$ cat config.mk
export PLATFORM = sky130hd
export DESIGN_NAME = lcd_timing_flat
export DESIGN_NICKNAME = d
export VERILOG_FILES = /design/src/rtl/video_types.sv /design/src/rtl/lcd_timing_if.sv /design/src/rtl/lcd_timing.sv /design/src/flat_wrapper.sv
export SDC_FILE = /design/constraint.sdc
export NUM_CORES = 1
export LEC_CHECK = 0
export CAP_MARGIN = 20
export CELL_PAD_IN_SITES_DETAIL_PLACEMENT = 0
export CELL_PAD_IN_SITES_GLOBAL_PLACEMENT = 1
export CORE_MARGIN = 2
export CORE_UTILIZATION = 43
export DETAILED_ROUTE_END_ITERATION = 6
export DONT_BUFFER_PORTS = 1
export PLACE_DENSITY_LB_ADDON = 0.1
export RECOVER_POWER = 100
export REMOVE_ABC_BUFFERS = 1
export SYNTH_ARGS = -nofsm -noshare
export SYNTH_HDL_FRONTEND = slang
export SYNTH_SLANG_ARGS = --single-unit
$ cat constraint.sdc
create_clock -name clk -period 2.5 [get_ports clk]
set_input_delay 0.375 -clock clk [delete_from_list [all_inputs] [get_ports clk]]
set_output_delay 0.375 -clock clk [all_outputs]
set_load 0.02 [all_outputs]
$ cat src/rtl/video_types.sv
// Shared video-subsystem types: LCD mode encoding, STAT enable layout and
// the default dot/line timing of the 160x144 panel.
package video_types;

    parameter int LCD_DOTS_PER_LINE = 456;
    parameter int LCD_VISIBLE_LINES = 144;
    parameter int LCD_TOTAL_LINES   = 154;
    parameter int LCD_OAM_DOTS      = 80;
    parameter int LCD_XFER_DOTS     = 172;

    typedef enum logic [1:0] {
        HBLANK = 2'd0,
        VBLANK = 2'd1,
        OAM    = 2'd2,
        XFER   = 2'd3
    } LcdMode;

    typedef struct packed {
        logic lyc;
        logic mode2;
        logic mode1;
        logic mode0;
    } StatEnable;

    typedef enum logic [2:0] {
        ST_OFF,
        ST_OAM,
        ST_XFER,
        ST_HBLANK,
        ST_VBLANK
    } lcd_state_t;

    // OFF reports as HBlank so the register decoder sees mode 0 while disabled.
    function automatic LcdMode mode_of(lcd_state_t s);
        LcdMode m;
        case (s)
            ST_OAM:    m = OAM;
            ST_XFER:   m = XFER;
            ST_VBLANK: m = VBLANK;
            default:   m = HBLANK;
        endcase
        return m;
    endfunction

endpackage

$ cat src/rtl/lcd_timing_if.sv
// Control inputs and timing/status outputs of the LCD timing generator.
interface lcd_timing_if;
    import video_types::*;

    logic      dot_en;
    logic      lcd_on;
    logic [7:0] lyc;
    StatEnable stat_ie;

    logic [7:0] ly;
    LcdMode    mode;
    logic      lyc_match;
    logic      drawline;
    logic      frame_done;
    logic      vblank_irq;
    logic      stat_irq;

    modport master (
        output dot_en, lcd_on, lyc, stat_ie,
        input  ly, mode, lyc_match, drawline, frame_done, vblank_irq, stat_irq
    );

    modport slave (
        input  dot_en, lcd_on, lyc, stat_ie,
        output ly, mode, lyc_match, drawline, frame_done, vblank_irq, stat_irq
    );
endinterface

$ cat src/rtl/lcd_timing.sv
// Dot/line counter and LCD mode FSM; emits drawline, frame/VBlank and STAT
// interrupt pulses and exposes LY/mode to the register decoder.
module lcd_timing
    import video_types::*;
#(
    parameter int DOTS_PER_LINE = video_types::LCD_DOTS_PER_LINE,
    parameter int VISIBLE_LINES = video_types::LCD_VISIBLE_LINES,
    parameter int TOTAL_LINES   = video_types::LCD_TOTAL_LINES,
    parameter int OAM_DOTS      = video_types::LCD_OAM_DOTS,
    parameter int XFER_DOTS     = video_types::LCD_XFER_DOTS
) (
    input  logic         clk,
    input  logic         reset,
    lcd_timing_if.slave  bus
);

    localparam logic [8:0] DOT_LAST  = 9'(DOTS_PER_LINE - 1);
    localparam logic [8:0] OAM_END   = 9'(OAM_DOTS);
    localparam logic [8:0] XFER_END  = 9'(OAM_DOTS + XFER_DOTS);
    localparam logic [7:0] LINE_LAST = 8'(TOTAL_LINES - 1);
    localparam logic [7:0] VIS_END   = 8'(VISIBLE_LINES);

    lcd_state_t state_q, state_d;
    logic [8:0] dot_q, dot_d;
    logic [7:0] line_q, line_d;
    LcdMode     mode_q, mode_d;
    logic       drawline_q, drawline_d;
    logic       frame_done_q, frame_done_d;
    logic       stat_line_q, stat_line_d;
    logic       stat_irq_q, stat_irq_d;

    function automatic lcd_state_t state_at(logic [8:0] d, logic [7:0] l);
        lcd_state_t s;
        if (l >= VIS_END)       s = ST_VBLANK;
        else if (d < OAM_END)   s = ST_OAM;
        else if (d < XFER_END)  s = ST_XFER;
        else                    s = ST_HBLANK;
        return s;
    endfunction

    always_comb begin
        state_d      = state_q;
        dot_d        = dot_q;
        line_d       = line_q;
        drawline_d   = 1'b0;
        frame_done_d = 1'b0;

        if (!bus.lcd_on) begin
            state_d = ST_OFF;
            dot_d   = '0;
            line_d  = '0;
        end else if (state_q == ST_OFF) begin
            state_d = ST_OAM;
            dot_d   = '0;
            line_d  = '0;
        end else if (bus.dot_en) begin
            if (dot_q == DOT_LAST) begin
                dot_d  = '0;
                line_d = (line_q == LINE_LAST) ? 8'd0 : line_q + 8'd1;
            end else begin
                dot_d = dot_q + 9'd1;
            end
            state_d      = state_at(dot_d, line_d);
            drawline_d   = (state_q == ST_OAM) && (state_d == ST_XFER);
            frame_done_d = (state_q != ST_VBLANK) && (state_d == ST_VBLANK);
        end

        mode_d = mode_of(state_d);

        // STAT line is evaluated on the post-edge position so its pulse lands
        // on the same edge as the counter change; it is held low while OFF.
        stat_line_d = (state_d != ST_OFF) &&
                      ((bus.stat_ie.lyc   && (line_d == bus.lyc)) ||
                       (bus.stat_ie.mode2 && (mode_d == OAM))     ||
                       (bus.stat_ie.mode1 && (mode_d == VBLANK))  ||
                       (bus.stat_ie.mode0 && (mode_d == HBLANK)));
        stat_irq_d  = stat_line_d && !stat_line_q;
    end

    always_ff @(posedge clk or posedge reset) begin
        if (reset) begin
            state_q      <= ST_OFF;
            dot_q        <= '0;
            line_q       <= '0;
            mode_q       <= HBLANK;
            drawline_q   <= 1'b0;
            frame_done_q <= 1'b0;
            stat_line_q  <= 1'b0;
            stat_irq_q   <= 1'b0;
        end else begin
            state_q      <= state_d;
            dot_q        <= dot_d;
            line_q       <= line_d;
            mode_q       <= mode_d;
            drawline_q   <= drawline_d;
            frame_done_q <= frame_done_d;
            stat_line_q  <= stat_line_d;
            stat_irq_q   <= stat_irq_d;
        end
    end

    assign bus.ly         = line_q;
    assign bus.mode       = mode_q;
    assign bus.lyc_match  = (line_q == bus.lyc);
    assign bus.drawline   = drawline_q;
    assign bus.frame_done = frame_done_q;
    assign bus.vblank_irq = frame_done_q;
    assign bus.stat_irq   = stat_irq_q;

endmodule

$ cat src/flat_wrapper.sv
// flat-port wrapper written by rule: the top's interface ports become plain ports
module lcd_timing_flat import video_types::*;
#(
    parameter int DOTS_PER_LINE = video_types::LCD_DOTS_PER_LINE,
    parameter int VISIBLE_LINES = video_types::LCD_VISIBLE_LINES,
    parameter int TOTAL_LINES   = video_types::LCD_TOTAL_LINES,
    parameter int OAM_DOTS      = video_types::LCD_OAM_DOTS,
    parameter int XFER_DOTS     = video_types::LCD_XFER_DOTS
)
  (clk, reset, bus_dot_en, bus_lcd_on, bus_lyc, bus_stat_ie, bus_ly, bus_mode, bus_lyc_match, bus_drawline, bus_frame_done, bus_vblank_irq, bus_stat_irq);
  lcd_timing_if bus_i ();
  input  logic clk;
  input  logic reset;
  input wire logic [$bits(bus_i.dot_en)-1:0] bus_dot_en;
  input wire logic [$bits(bus_i.lcd_on)-1:0] bus_lcd_on;
  input wire logic [$bits(bus_i.lyc)-1:0] bus_lyc;
  input wire logic [$bits(bus_i.stat_ie)-1:0] bus_stat_ie;
  output wire logic [$bits(bus_i.ly)-1:0] bus_ly;
  output wire logic [$bits(bus_i.mode)-1:0] bus_mode;
  output wire logic [$bits(bus_i.lyc_match)-1:0] bus_lyc_match;
  output wire logic [$bits(bus_i.drawline)-1:0] bus_drawline;
  output wire logic [$bits(bus_i.frame_done)-1:0] bus_frame_done;
  output wire logic [$bits(bus_i.vblank_irq)-1:0] bus_vblank_irq;
  output wire logic [$bits(bus_i.stat_irq)-1:0] bus_stat_irq;
  assign bus_i.dot_en = bus_dot_en;
  assign bus_i.lcd_on = bus_lcd_on;
  assign bus_i.lyc = bus_lyc;
  assign bus_i.stat_ie = bus_stat_ie;
  assign bus_ly = bus_i.ly;
  assign bus_mode = bus_i.mode;
  assign bus_lyc_match = bus_i.lyc_match;
  assign bus_drawline = bus_i.drawline;
  assign bus_frame_done = bus_i.frame_done;
  assign bus_vblank_irq = bus_i.vblank_irq;
  assign bus_stat_irq = bus_i.stat_irq;
  lcd_timing #(.DOTS_PER_LINE(DOTS_PER_LINE), .VISIBLE_LINES(VISIBLE_LINES), .TOTAL_LINES(TOTAL_LINES), .OAM_DOTS(OAM_DOTS), .XFER_DOTS(XFER_DOTS)) u_core (.clk(clk), .reset(reset), .bus(bus_i));
endmodule
==> out/summary.md <==
The flow ran to the end, but the final reports show violations. The checks that failed: negative setup slack. At the pin with the least slew margin, the transition time is 1.44 ns. Count of endpoints failing hold in the final timing report: 0.

The final worst slack came out at -0.0313 ns. The deepest level of the CTS H-tree is 1. The logs give -0.0550 ns for the sum of negative setup slack and 0 for the number of antenna cells inserted. Max-cap violations in this run came to 0. Once detail routing completed, the nets flagged for antenna violations numbered 0. TritonCTS built the clock tree. The Yosys step of the flow raised 0 warnings.

The slowest stage of the critical path belongs to the cell or4b_4. The areal power density over the cells is 302 nW/um2, and the static power due to leakage is 1.15 nW. The arrival time at the worst endpoint is 2.70 ns, and the final net count is 328.

Grouping stages by cell kind, the critical path spends the most delay in compound AO/OA/AOI/OAI gates. Timing analysis after detailed placement gives a worst setup slack of -0.110 ns. The flip-flop and latch area is 651 um2.

The register-to-register path setup slack came out at -0.03 ns. In this run the vertical extent of the chip is 74.1 um. Entering global routing, the biggest net connects 27 pins.

The cell occurring most often along the worst timing path is buf_6. The launch instance of the worst min-delay path is bus_dot_en. The die extent in x was 74.1 um. CTS placed an instance of clkbuf_8 at the clock tree root. The netlist area before placement came out at 2110 um2. Minimum clock period: 2.53 ns. The largest total area in the synthesized netlist belongs to dfrtp_1. In the global route stage, overall resource usage came out at 23.4%. The number of enable-type register cells in the synthesized netlist was 0; the post-CTS clock slew at the launch and capture registers of the worst setup and hold paths was 0.09 ns. STA classifies the critical path endpoint as a register.

The worst hold path terminates at u_core.dot_q[6]. The average wire length per cell after detail routing came out at 16.7 um. Of the post-synthesis cell area, the dominant cell type holds 30.8%. The later pin in the worst-skew pair is clocked with a latency of 0.27 ns.

The setup path with the least slack is of type register to register. For the standard cell core area, the log shows 4720 um2. Number of antenna violations at the first check in global routing: 0. For the post-place instance area, the log shows 2550 um2. The logs give 31 for the count of pins on the block boundary and 57 for the distinct cell type count of the synthesized netlist. The via count of the routed design came out at 2170. Portion of the clock cycle consumed by the worst path in the final layout: 101%.

The tools report the critical path launch point type as a register. The most frequent cell after synthesis is dfrtp_1. The sum of buffers and inverters on the critical path was 2; the placed wire-length estimate was 4.71 mm. Average vias per placed instance: 5.79. By count the netlist is led by dfrtp_1, nand2_1, nor2_1, a21oi_1, clkbuf_1. The largest single stage delay on the critical path is 0.58 ns.

The number of buffers created by CTS was 3; the number of filler instances in the final layout was 440. The cell count after placement was 366; the full die area was 5480 um2. The required time at the worst-slack endpoint was 2.67 ns; the cell area after layout was 2720 um2. The tools report the launching point of the worst reg2reg path as u_core.dot_q[5].

For this configuration, the core starts out at a cell density of 44.7%. Number of rows in the core area: 25. The share of the Yosys chip area taken by registers is 30.8%. The footprint of the multi-input gates was 1420 um2. The path depth of the worst reg2reg path works out to 10. Synthesis produced 261 cells. The clock passes through at most 2 buffers.

Synthesized area per cell: 8.09 um2. The total of endpoints with negative setup slack in the final report is 2, and the length of the first detailed-routing pass in iterations is 5. The synthesized design contains 26 register bits. The logs give 0.924 for the weighted congestion at the end of routability-driven global placement and 26 for the clock sink count.

Reg-to-reg critical path endpoint: u_core.bus.stat_irq. The synthesis-to-layout area growth was 28.7%; the worst relative slew slack was 3.94%. The remaining design rule violation count came out at 0.

Leaving out filler cells and counting taps, the final layout contains 375. The tightest min-delay check is of the input port to register type. Across the routed clock network, the largest skew measured is 0.00432 ns. The via count of the first global-routing pass came out at 1996. The run gives 0 as the sum of overflow across all layers after global routing.

During placement, the flow inserted port buffers numbering 0. Most used flip-flop cell after synthesis: dfrtp_1. Of the cells placed in the final design, the portion with a size suffix greater than 1 is 28.2%. Timing would allow up to 395 MHz. The first global-routing pass estimated 9.92 mm of wire. Setup repair after global routing could not meet its margin everywhere. The tools report the number of hold buffers added after cts as 0. After the first detailed-routing iteration, the DRC count stood at 214. The number of cells traversed by the worst hold path is 1, and the detailed-route wire length is 6.26 mm.

IR analysis of the VDD net gives a maximum drop of 190 uV. Ranked by total cell area, the synthesized netlist is headed by dfrtp_1, xnor2_1, nand2_1, nor2_1, a21oi_1. Along the worst path, the maximum fanout reaches 5. The max-slew violation count is 0, and the post-synthesis async set-or-reset flop share is 100%. Traced cell by cell, the critical path runs through or4b_4 -> buf_6 -> nor2_4 -> buf_6 -> a21oi_2 -> a31oi_1 -> o21ai_2 -> a221oi_2 -> o22ai_2 -> a32o_1.
-- sequential cells by signal, summed over array words and instances, names as in the netlist --
signal,count
u_core.bus.ly,8
u_core.state_q,3
u_core.bus.drawline,1
u_core.bus.stat_irq,1
u_core.dot_q,9
u_core.bus.mode,2
u_core.bus.frame_done,1
u_core.stat_line_q,1
-- stage by stage --
| step | utilization [%] | total power, mW | hold slack [ns] |
|---|---|---|---|
| 3_5_place_dp | 54.0 | 0.544 | 0.349 |
| 6_report | 57.5 | 0.821 | 0.201 |
| 4_1_cts | 56.8 | 0.825 | 0.0444 |
| 5_1_grt | 57.5 | 0.854 | 0.210 |
| 3_3_place_gp | 54.0 | 0.544 | 0.353 |
| 2_1_floorplan | - | 0.512 | 0.415 |
-- per-layer routing --
layer	part of all wire, %	global-route usage [%]	vias to the layer above
li1	-	-	1055
met1	46	34.1	1035
met2	47	36.3	71
met3	5.3	2.85	9
met4	1.6	7.47	0
met5	0	0	-
-- layout make-up --
| class | count | area share, % |
|---|---|---|
| multi-input cells | 205 | 52.3 |
| flip-flops and latches | 26 | 23.9 |
| repair buffers | 63 | 17.3 |
| well taps | 67 | 3.08 |
| inverters | 10 | 1.38 |
| clock buffers | 4 | 2.03 |
-- layout by cell type, fill, tap and decap left out, drive strengths merged, types with 7 or more instances in the layout --
cell and n:
o21ai 11, o211ai 7, nor3 9, nand4 10, nand2 22, xnor2 11, buf 60, clkbuf 7
nand3 9, dfrtp 26, inv 10, nor2 23, a21oi 16
-- power by group --
group | internal, mW | switching [mW]
clock | 0.141 | 0.139
sequential | 0.428 | 0.0108
combinational | 0.0452 | 0.0566
-- worst max-delay path by stage --
stage,start,end,slack [ns],cells past startpoint
6_report,u_core.dot_q[5],u_core.bus.stat_irq,-0.03,10
5_1_grt,u_core.dot_q[5],u_core.bus.stat_irq,-0.13,10
4_1_cts,u_core.dot_q[4],u_core.bus.stat_irq,-0.03,9
3_5_place_dp,u_core.dot_q[5],u_core.bus.stat_irq,-0.11,9
3_3_place_gp,u_core.dot_q[5],u_core.bus.mode[1],-0.09,10
2_1_floorplan,u_core.state_q[0],u_core.bus.stat_irq,-0.38,8
-- kinds of logic (layout without fill, tap and decap cells) --
group                    Yosys count  in the layout  synth area share (%)
AND/OR/NAND/NOR                  111            111                  29.5
AO/OA/AOI/OAI                     71             71                  23.1
buffers and inverters             30             77                  5.81
flip-flops                        26             26                  30.8
XOR/XNOR                          15             15                  6.58
multiplexers                       5              5                  2.37
adder cells (fa/ha/maj)            3              3                  1.78
-- timing repair --
action                     CTS  global route
gates resized for setup     14             4
pin swaps                    6             7
setup buffers                2             3
setup endpoints to repair    4             4
No activity file was read; power rests on OpenSTA's default activity.
